--- src/rtl/shift_pkg.sv ---
// shift_pkg: shared widths, operation codes and stage states for the shift/rotate datapath
package shift_pkg;
   localparam int WIDTH = 32;
   localparam int AMT_BITS = 5;
   typedef enum logic [2:0] {
      SHR  = 3'd0,
      SHRA = 3'd1,
      SHL  = 3'd2,
      ROR  = 3'd3,
      ROL  = 3'd4
   } shift_op_t;
   typedef enum logic [1:0] {
      IDLE = 2'd0,
      EXEC = 2'd1,
      HOLD = 2'd2
   } srs_state_t;
endpackage

--- src/rtl/rol.sv ---
// rol: combinational rotate left, amount taken modulo WIDTH
module rol #(
   parameter int WIDTH = 32
) (
   input  logic [WIDTH-1:0] a,
   input  logic [WIDTH-1:0] amt,
   output logic [WIDTH-1:0] y
);
   logic [WIDTH-1:0] s;
   assign s = WIDTH'(amt % WIDTH);
   assign y = (a << s) | (a >> (WIDTH - s));
endmodule

--- src/rtl/ror.sv ---
// ror: combinational rotate right, amount taken modulo WIDTH
module ror #(
   parameter int WIDTH = 32
) (
   input  logic [WIDTH-1:0] a,
   input  logic [WIDTH-1:0] amt,
   output logic [WIDTH-1:0] y
);
   logic [WIDTH-1:0] s;
   assign s = WIDTH'(amt % WIDTH);
   // a shift by WIDTH yields zero, so s == 0 leaves a unchanged
   assign y = (a >> s) | (a << (WIDTH - s));
endmodule

--- src/rtl/shift_rotate_core.sv ---
// shift_rotate_core: combinational result of one shift/rotate op with amount clamping and illegal-op flag
module shift_rotate_core #(
   parameter int WIDTH = 32,
   parameter int AMT_BITS = 5
) (
   input  logic [WIDTH-1:0] a,
   input  logic [WIDTH-1:0] amt,
   input  logic [2:0]       op,
   output logic [WIDTH-1:0] z,
   output logic             err
);
   import shift_pkg::*;
   logic [AMT_BITS-1:0] sh;
   logic                big;
   logic [WIDTH-1:0]    rot_amt, ror_y, rol_y, sra_raw, shr_y, shra_y, shl_y;
   assign sh = amt[AMT_BITS-1:0];
   assign big = |amt[WIDTH-1:AMT_BITS];
   assign rot_amt = {{(WIDTH-AMT_BITS){1'b0}}, sh};
   ror #(.WIDTH(WIDTH)) u_ror (.a(a), .amt(rot_amt), .y(ror_y));
   rol #(.WIDTH(WIDTH)) u_rol (.a(a), .amt(rot_amt), .y(rol_y));
   // kept apart from the ternaries so the shift is evaluated in signed context
   assign sra_raw = $signed(a) >>> sh;
   assign shr_y = big ? '0 : a >> sh;
   assign shl_y = big ? '0 : a << sh;
   assign shra_y = big ? {WIDTH{a[WIDTH-1]}} : sra_raw;
   always_comb begin
      err = op > ROL;
      z = op == SHR  ? shr_y  :
          op == SHRA ? shra_y :
          op == SHL  ? shl_y  :
          op == ROR  ? ror_y  :
          op == ROL  ? rol_y  : '0;
   end
endmodule

--- src/rtl/shift_rotate_stage.sv ---
// shift_rotate_stage: registered shift/rotate execution stage with valid/ready handshakes on both sides
module shift_rotate_stage #(
   parameter int WIDTH = 32,
   parameter int AMT_BITS = 5
) (
   input  logic             clock,
   input  logic             clear,
   input  logic             in_valid,
   output logic             in_ready,
   input  logic [2:0]       in_op,
   input  logic [WIDTH-1:0] in_a,
   input  logic [WIDTH-1:0] in_b,
   output logic             out_valid,
   input  logic             out_ready,
   output logic [WIDTH-1:0] out_z,
   output logic             out_zero,
   output logic             out_op_err,
   output logic             busy
);
   import shift_pkg::*;
   srs_state_t       state;
   logic [WIDTH-1:0] y_reg, amt_reg, res;
   logic [2:0]       op_reg;
   logic             err, accept;
   shift_rotate_core #(.WIDTH(WIDTH), .AMT_BITS(AMT_BITS)) u_core (
      .a(y_reg), .amt(amt_reg), .op(op_reg), .z(res), .err(err)
   );
   // HOLD hands over to the next request in the same cycle the result is taken
   assign in_ready = state == IDLE || (state == HOLD && out_ready);
   assign accept = in_valid && in_ready;
   assign out_valid = state == HOLD;
   assign busy = state != IDLE;
   always_ff @(posedge clock) begin
      if (clear) begin
         state <= IDLE;
         y_reg <= '0;
         amt_reg <= '0;
         op_reg <= '0;
         out_z <= '0;
         out_zero <= 1'b0;
         out_op_err <= 1'b0;
      end else begin
         if (accept) begin
            y_reg <= in_a;
            amt_reg <= in_b;
            op_reg <= in_op;
         end
         if (state == EXEC) begin
            out_z <= res;
            out_zero <= res == '0;
            out_op_err <= err;
         end
         state <= accept ? EXEC :
                  state == EXEC ? HOLD :
                  (state == HOLD && out_ready) ? IDLE : state;
      end
   end
endmodule

--- config.mk ---
export PLATFORM = sky130hd
export DESIGN_NAME = shift_rotate_stage
export DESIGN_NICKNAME = d
export VERILOG_FILES = /design/src/rtl/shift_pkg.sv /design/src/rtl/rol.sv /design/src/rtl/ror.sv /design/src/rtl/shift_rotate_core.sv /design/src/rtl/shift_rotate_stage.sv
export SDC_FILE = /design/constraint.sdc
export NUM_CORES = 1
export LEC_CHECK = 0
export BUFFER_PORTS_ARGS = -buffer_cell sky130_fd_sc_hd__buf_2
export CAP_MARGIN = 20
export CELL_PAD_IN_SITES_DETAIL_PLACEMENT = 1
export CELL_PAD_IN_SITES_GLOBAL_PLACEMENT = 1
export CORE_MARGIN = 1
export CORE_UTILIZATION = 40
export CTS_CLUSTER_DIAMETER = 200
export CTS_CLUSTER_SIZE = 12
export DETAILED_ROUTE_END_ITERATION = 12
export PLACE_DENSITY_LB_ADDON = 0.05
export SLEW_MARGIN = 20
export SYNTH_ARGS = -nofsm -noshare
export SYNTH_HDL_FRONTEND = slang
export SYNTH_SLANG_ARGS = --single-unit
--- constraint.sdc ---
create_clock -name clock -period 5.91 [get_ports clock]
set_clock_uncertainty 0.15 [all_clocks]
set_input_delay 0.2955 -clock clock [delete_from_list [all_inputs] [get_ports clock]]
set_output_delay 0.2955 -clock clock [all_outputs]
set_load 0.01 [all_outputs]
# Word level (Yosys, flattened, before mapping)
# Index checks and enable logic that the tools add are counted.
[word_totals]
reg_bits = 103
latchBits = 0
mem_bits_rw = 0
mem_bits_ro = 0
output_inout_bits = 37
word_cells = 47
n_memories = 0
[op_classes]
addsub = 1
n_mul = 0
div_mod_pow = 0
magnitude_cmp = 1
eq_ne = 6
shift = 7
mux = 11
bitwise_logic = 2
n_reduce_logical = 11
[ops]
columns = ["operator", "count"]
rows = [
  ["two-way mux 32 bit", 8],
  ["bitwise OR 32 bit", 2],
  ["<< shifter 32 x 5 -> 32 bit", 2],
  ["right shift 32 x 5 -> 32 bit", 2],
  ["logical NOT 32 bit", 1],
  ["<< shifter 32 x 32 -> 32 bit", 1],
  ["right shift 32 x 32 -> 32 bit", 1],
  [">>> shifter 32 x 5 -> 32 bit", 1],
  ["OR reduction 27 bit", 1],
  ["subtractor 6 x 5 -> 7 bit (first input constant)", 1],
  ["equality test 3 x 2 -> 1 bit (second input constant)", 2],
  ["two-way mux 2 bit", 2],
  ["nonzero test 2 bit", 2],
  ["equality test 3 x 1 -> 1 bit (second input constant)", 1],
  ["equality test 3 bit (second input constant)", 1],
  ["> comparator 3 bit (second input constant)", 1],
  ["logical NOT 3 bit", 1],
  ["nonzero test 3 bit", 1],
  ["equality test 2 x 1 -> 1 bit (second input constant)", 1],
  ["equality test 2 bit (second input constant)", 1],
  ["logical AND 1 bit", 2],
  ["logical NOT 2 bit", 1],
  ["OR reduction 2 bit", 1],
  ["logical OR 1 bit", 1],
  ["two-way mux 1 bit", 1],
]

# Depth between registers and ports, before layout
# Gate-level depths: netlist (run 1).
[depth]
ltp_word = 9
ltp_mapped = 23
mapped_depth_nobuf = 12

# Cells and area by module
# A second synthesis (run 1) with hierarchy kept.
[hier_totals]
cells_unflattened = 1998
hier_area_um2 = 16762.3
[modules_own_cells]
columns = ["mod", "instances", "cells_per_inst", "area_per_inst_um2"]
rows = [
  ["shift_rotate_core", 1, 649, 5041.1],
  ["shift_rotate_stage", 1, 502, 4352.9],
  ["rol", 1, 410, 3779.9],
  ["ror", 1, 437, 3588.4],
]

# Worst setup path before layout (run 1)
# No wires, ideal clock.
[synth_path]
path_kind = "register -> register"
startpoint = "reg amt_reg[0]"
endpoint = "reg out_zero"
setup_time_ps = 59
arrival_time_ps = 4660
required_ps = 5701
slack_ps = 1042
path_stages_with_launch = 20
synth_period_minus_slack_ps = 4868
cell_sequence = "dfxtp_1 -> buf_2 -> inv_1 -> buf_6 -> buf_2 -> buf_2 -> buf_2 -> buf_2 -> ha_1 -> buf_2 -> buf_1 -> mux4_2 -> mux2_4 -> o21a_1 -> a32o_1 -> a211oi_1 -> nand4_1 -> or4b_4 -> nor4_2 -> a31o_1"
[synth_between]
elab_chain_cells = 9
word_cells_on_any_way = 19
cone_classes = "add/sub: 1; shift: 7; mux: 8; bitwise: 2; reduce/logical: 1"
[synth_lines]
columns = ["item", "line", "source"]
rows = [
  ["start: declaration", "shift_rotate_stage.sv:22", "logic [WIDTH-1:0] y_reg, amt_reg, res;"],
  ["start signal: assignment", "shift_rotate_stage.sv:45", "amt_reg <= in_b;"],
  ["subtractor 6 x 5 -> 7 bit", "rol.sv:11, ror.sv:12", ""],
  ["right shift 32 x 32 -> 32 bit", "rol.sv:11", "assign y = (a << s) | (a >> (WIDTH - s));"],
  ["bitwise OR 32 bit", "rol.sv:11", ""],
  ["two-way mux 32 bit", "shift_rotate_core.sv:32", "op == ROL ? rol_y : '0;"],
  ["two-way mux 32 bit", "shift_rotate_core.sv:31", "op == ROR ? ror_y :"],
  ["two-way mux 32 bit", "shift_rotate_core.sv:30", "op == SHL ? shl_y :"],
  ["two-way mux 32 bit", "shift_rotate_core.sv:29", "op == SHRA ? shra_y :"],
  ["two-way mux 32 bit *", "shift_rotate_core.sv:28", "z = op == SHR ? shr_y :"],
  ["logical NOT 32 bit *", "shift_rotate_stage.sv:50", "out_zero <= res == '0;"],
  ["end signal: assignment", "shift_rotate_stage.sv:40", "out_zero <= 1'b0;"],
  ["end signal: assignment", "shift_rotate_stage.sv:50", ""],
  ["end: declaration", "shift_rotate_stage.sv:16", "output logic out_zero,"],
]
# Mark *: on every way between the ends. The rest lies on a longest branch, timed or not.
# A chain may end at the register's enable or synchronous reset.

# Final worst setup path (run 1)
# Ends and elaborated chain as after synthesis.

==> results of run 1 <==
-- path summary, 6_finish.rpt --
kind                                 start        to  slack (ns)  depth (start not counted)
worst min-delay path             out_ready  state[1]        0.20                          4
worst min register to register    out_z[0]  out_z[0]        0.31                          2
worst max-delay path            amt_reg[0]  out_zero        0.70                         11
worst max register to register  amt_reg[0]  out_zero        0.70                         11
-- worst max-delay path: cells and delay by family, from the launching register on --
| kind | cells | cell delay [ns] |
|---|---|---|
| DFF | 1 | 0.44 |
| muxes | 1 | 0.36 |
| AOI/OAI and AO/OA | 4 | 1.56 |
| and+or+nand+nor | 3 | 1.35 |
| buffers and inverters | 3 | 1.24 |
-- layer usage --
metal,global-route usage [%],part of all wire (%),vias to the layer above
met1,59.9,38,8361
li1,-,-,7006
met4,27.5,7.1,2
met5,0,0.013,-
met3,11.3,12,286
met2,67.7,42,1316
-- cell families after synthesis --
group	after synthesis
adders and majority gates	1
xor gates and xnor gates	2
buffers and inverters	227
AOI/OAI and AO/OA	550
DFF	103
muxes	282
and+or+nand+nor	673
-- cell usage in the layout (no fill, tap or decap), types with 10 or more instances in the layout --
cell type,instances
o31ai_1,15
a31oi_1,20
o211ai_1,37
nor4_1,12
dfxtp_1,98
o221ai_1,11
inv_1,12
nor3_1,46
nand2_1,318
nand3_1,34
mux4_2,75
nor2b_1,15
a211oi_1,49
o21ai_0,77
o22ai_1,19
dlygate4sd3_1,67
a22oi_1,15
mux2i_1,115
a21oi_1,166
and2_1,12
nand2b_1,12
nor2_1,158
mux2_2,86
buf_4,86
buf_2,106
o32ai_1,10
-- repair_timing --
action,4_1_cts,5_1_grt
endpoints found under the hold margin,67,0
setup endpoints to repair,0,0
hold buffers,67,0
-- per-stage QoR --
stage	worst slack [ns]	utilization, %	cell area, um2	cells
2_1_floorplan	1.04	-	13900	1838
3_3_place_gp	0.992	43.3	14700	2271
3_5_place_dp	1.12	43.3	14700	2271
4_1_cts	1.09	46.2	15600	2354
5_1_grt	0.729	46.2	15600	2354
6_report	0.702	46.2	15600	2355
-- power by group through the flow --
stage                     Clock, uW  Combinational (uW)  Sequential (uW)
after floorplan                   0                1020              785
after global placement            0                1510              868
after detailed placement          0                1520              870
after CTS                       685                1560              854
after global routing            696                1680              865
final                           672                1640              864
-- cell type report --
| class | instances | share of cell area [%] |
|---|---|---|
| multi-input cells | 1508 | 68.4 |
| repair buffers | 263 | 12.3 |
| diodes | 1 | 0.0160 |
| clock inverters | 7 | 0.552 |
| flip-flops and latches | 103 | 13.3 |
| well taps | 448 | 3.58 |
| clock buffers | 9 | 1.44 |
| inverters | 16 | 0.392 |
==> flow_summary.ini, run 1 <==
[run_status]
status = finished clean

[global_routing]
grt_pass1_wl_um = 119000
grt-ovfl-total = 0
grt_pass1_vias = 16533
grt_antenna_before_repair = 1
grt_max_degree = 112
grt_use_total_pct = 45.8

[yosys]
synth_most_common_cell = nand2_1
synthAdderAreaFrac_pct = 0.0899
ys.flop_type = dfxtp_1
synth.area.mux_share_pct = 28.3
synth_top_family_by_area = multiplexers
yosysTopAreaCellShare_pct = 14.8
ys_seq_area_share_pct = 14.8
netlist_instances = 1838
synth-edff-count = 0
yosysTopAreaCell = dfxtp_1
synth_compound_area_share_pct = 26.4
synthTopCellsByCount = 319 x nand2_1, 167 x a21oi_1, 159 x nor2_1
async_flop_share_pct = 0
synth.cell_area_um2 = 13900
synthXorXnorAreaFrac_pct = 0.315
synthDistinctLibCells = 102
ys_warn_count = 0
yosys_register_bits = 103
yosys.area_share.simple_pct = 21.5
synthTopCellsByArea = dfxtp_1 15%, mux4_2 12%, nand2_1 8.6%, mux2i_1 8.3%, mux2_2 7.0%
avgSynthCellArea_um2 = 7.57
synth_nets = 1910

[critical_path]
cp_slowest_cell = o311ai_0
crit_top_cell = buf_4
cp_data_arrival_time_ns = 5.40
endpoint_kind = flip-flop
path_class = reg2reg
crit_chain = clkinv_2 > buf_4 > buf_4 > mux2i_1 > a21oi_1 > o21ai_0 > o311ai_0 > nand3_1 > or4b_4 > nor4_2 > a31o_1
path_max_fanout = 45
start_kind = flip-flop
required_ns = 6.11
cpPeakStageDelay_ns = 0.71

[power_and_ir_drop]
p_int_uw = 1620
comb_power_share_pct = 51.6
p_leak_uw = 0.00569
power_frac_clock_pct = 21.2
vdd_drop_max_mv = 0.161
switching_share_pct = 49.0
p_sw_uw = 1560
powerDensity_nw_per_um2 = 203
total_power_uw = 3180
p_seq_share_pct = 27.2

[timing]
hold_viol_final = 0
whs_ns = 0.196
period_share_pct = 88.1
setup_viol = 0
timing.final.crit_period_ns = 5.21
fmax_mhz = 192
finalMaxSlewViolations = 0
slew_headroom_pct = 17.7
tightest_slew_ns = 1.23
fin_tns_setup_ns = 0
rsz0062_at_grt = false

[job]
cap_viol_max_count = 0

[floorplan]
fp.dieH_um = 189
io_pins = 108
fp.coreArea_um2 = 33900
initial_core_util_pct = 41.1
die-area_um2 = 35500
dieWidth_um = 189
num_rows = 67

[placed_design]
place.gp.congestion = 1.08
portBuffers = 107
dp.final_hpwl_um = 59600

[route]
via_count = 16971
drc = 0
post_drt_wl_per_cell_um = 35.0
drt_iter0_drc = 2342
antenna_left = 0
wl_um = 82400
first_pass_iters = 6
via_per_inst = 7.21

[worst_hold_path]
min_path_type = in2reg

[finish]
num-fill-cells = 4187
drive_gt1_share_pct = 22.0
nets = 1973
multiInputGateArea_um2 = 10700
ff_latch_area_um2 = 2080
syn2layout_area_growth_pct = 12.4

[cts]
worstSkewPairLatency_ns = 0.41
cts.reportedPaths.clkPinSlew_ns = 0.09
clock-sinks = 103
cts_resized = 0
cts_made_buffers = 9
cts_tree = done
post_cts_buffers = 0
ctsRootBufferMaster = clkbuf_16
cts_max_level = 3
clk_path_buf_depth = 2
Note: power is estimated with default switching activity, not from simulation.
==> run 2, diff against run 1 <==
CORE_MARGIN = 1.5   (was 1)
SLEW_MARGIN = 15   (was 20)
==> run 2 against run 1 <==
Compared with the run above: combinational power barely moved; critical path type unchanged; hold slack got worse by 0.19 ns; sequential power fell by 2%.
==> flow_summary.ini, run 2 (same netlist as run 1, synthesis figures left out) <==
[timing]
fmax_mhz = 195
slew_headroom_pct = 16.3
tightest_slew_ns = 1.25
setup_ws_ns = 0.785
fin_tns_setup_ns = 0
setup_viol = 0
finalMaxSlewViolations = 0
hold_viol_final = 0
period_share_pct = 86.7
rsz0062_at_grt = false
timing.final.crit_period_ns = 5.13

[route]
via_per_inst = 7.18
wl_um = 80300
first_pass_iters = 7
antenna_left = 0
via_count = 16873
drc = 0
post_drt_wl_per_cell_um = 34.2
drt_iter0_drc = 2563

[finish]
drive_gt1_share_pct = 22.5
syn2layout_area_growth_pct = 11.5
nets = 1962
final_cell_mix = 318 x nand2_1, 166 x a21oi_1, 159 x nor2_1
multiInputGateArea_um2 = 10700
ff_latch_area_um2 = 2080
num-fill-cells = 4292
final_util_pct = 45.2
final_common_cell = nand2_1

[power_and_ir_drop]
powerDensity_nw_per_um2 = 201
power_frac_clock_pct = 20.3
p_int_uw = 1620
p_leak_uw = 0.00565
switching_share_pct = 48.2
vdd_drop_max_mv = 0.155
p_sw_uw = 1500
p_seq_share_pct = 27.1
comb_power_share_pct = 52.6

[cts]
cts_tree = done
cts.reportedPaths.clkPinSlew_ns = 0.08
clk_path_buf_depth = 2
clock-sinks = 103
worstSkewPairLatency_ns = 0.39
cts_made_buffers = 9
cts_max_level = 3
cts_resized = 0
ctsRootBufferMaster = clkbuf_16

[global_routing]
grt_pass1_wl_um = 117000
grt-ovfl-total = 0
grt_antenna_before_repair = 3
grt_pass1_vias = 16580
grt_use_total_pct = 44.6
grt_max_degree = 81

[critical_path]
required_ns = 6.09
cp_data_arrival_time_ns = 5.31
path_max_fanout = 52
endpoint_kind = flip-flop
path_class = reg2reg
start_kind = flip-flop

[floorplan]
io_pins = 108
die-area_um2 = 35900
fp.dieH_um = 190
num_rows = 68
initial_core_util_pct = 40.5
fp.coreArea_um2 = 34400
dieWidth_um = 190

[placed_design]
portBuffers = 107
dp.final_hpwl_um = 59400
post-place-ws_ns = 1.17
place.gp.congestion = 1.08

[job]
cap_viol_max_count = 0

[worst_hold_path]
min_path_type = in2reg

[run_status]
status = finished clean
[run 2: power groups by stage]
| stage | clock (uW) | sequential (uW) | combinational (uW) |
|---|---|---|---|
| final | 633 | 845 | 1640 |
| after global routing | 674 | 845 | 1700 |
| after CTS | 648 | 836 | 1570 |
| after detailed placement | 0 | 852 | 1540 |
| after global placement | 0 | 850 | 1540 |
| after floorplan | 0 | 785 | 1020 |
[run 2: worst max-delay path, cell delays in order (launching register included)]
cell and delay (ns):
dfxtp_4 0.47, clkinv_2 0.11, ha_4 0.45, buf_12 0.33, mux2_2 0.39, nand2_1 0.07, a21oi_1 0.06, a31oi_1 0.49
a211oi_1 0.18, o311ai_0 0.76, nand3_1 0.38, or4b_4 0.64, nor4_2 0.36, a31o_1 0.20
[run 2: area by class of cell]
class / count / share of cell area, %
Clock buffer: 10 / 1.54
Inverter: 16 / 0.395
Timing Repair Buffer: 252 / 11.7
Clock inverter: 6 / 0.395
Sequential cell: 103 / 13.4
Multi-Input combinational cell: 1508 / 69.0
Tap cell: 455 / 3.67
Antenna cell: 1 / 0.0161
[run 2: final timing paths]
path | end | slack [ns] | cells after the start | start
min | amt_reg[6] | 0.005 | 3 | in_b[6]
max reg2reg | out_zero | 0.78 | 13 | amt_reg[0]
min reg2reg | amt_reg[24] | 0.31 | 2 | amt_reg[24]
max | out_zero | 0.78 | 13 | amt_reg[0]
[run 2: through the flow]
step	total power (uW)	hold slack (ns)	cells	cell area (um2)
after global placement	2390	0.287	2286	14700
after floorplan	1800	0.281	1838	13900
final	3120	0.00549	2351	15500
after global routing	3220	0.00538	2350	15500
after CTS	3050	0.00102	2350	15500
after detailed placement	2390	0.298	2286	14700
[run 2: per-layer routing]
layer | vias up | GRT usage, % | share of wire, %
li1 | 6978 | - | -
met1 | 8306 | 56.9 | 39
met2 | 1252 | 65.1 | 42
met3 | 337 | 13.7 | 12
met4 | 0 | 28.4 | 7.6
met5 | - | 0 | 0
[run 2: repair_timing]
action | 4_1_cts | 5_1_grt
buffers inserted | 0 | 0
hold buffers | 48 | 0
hold endpoints to repair | 48 | 0
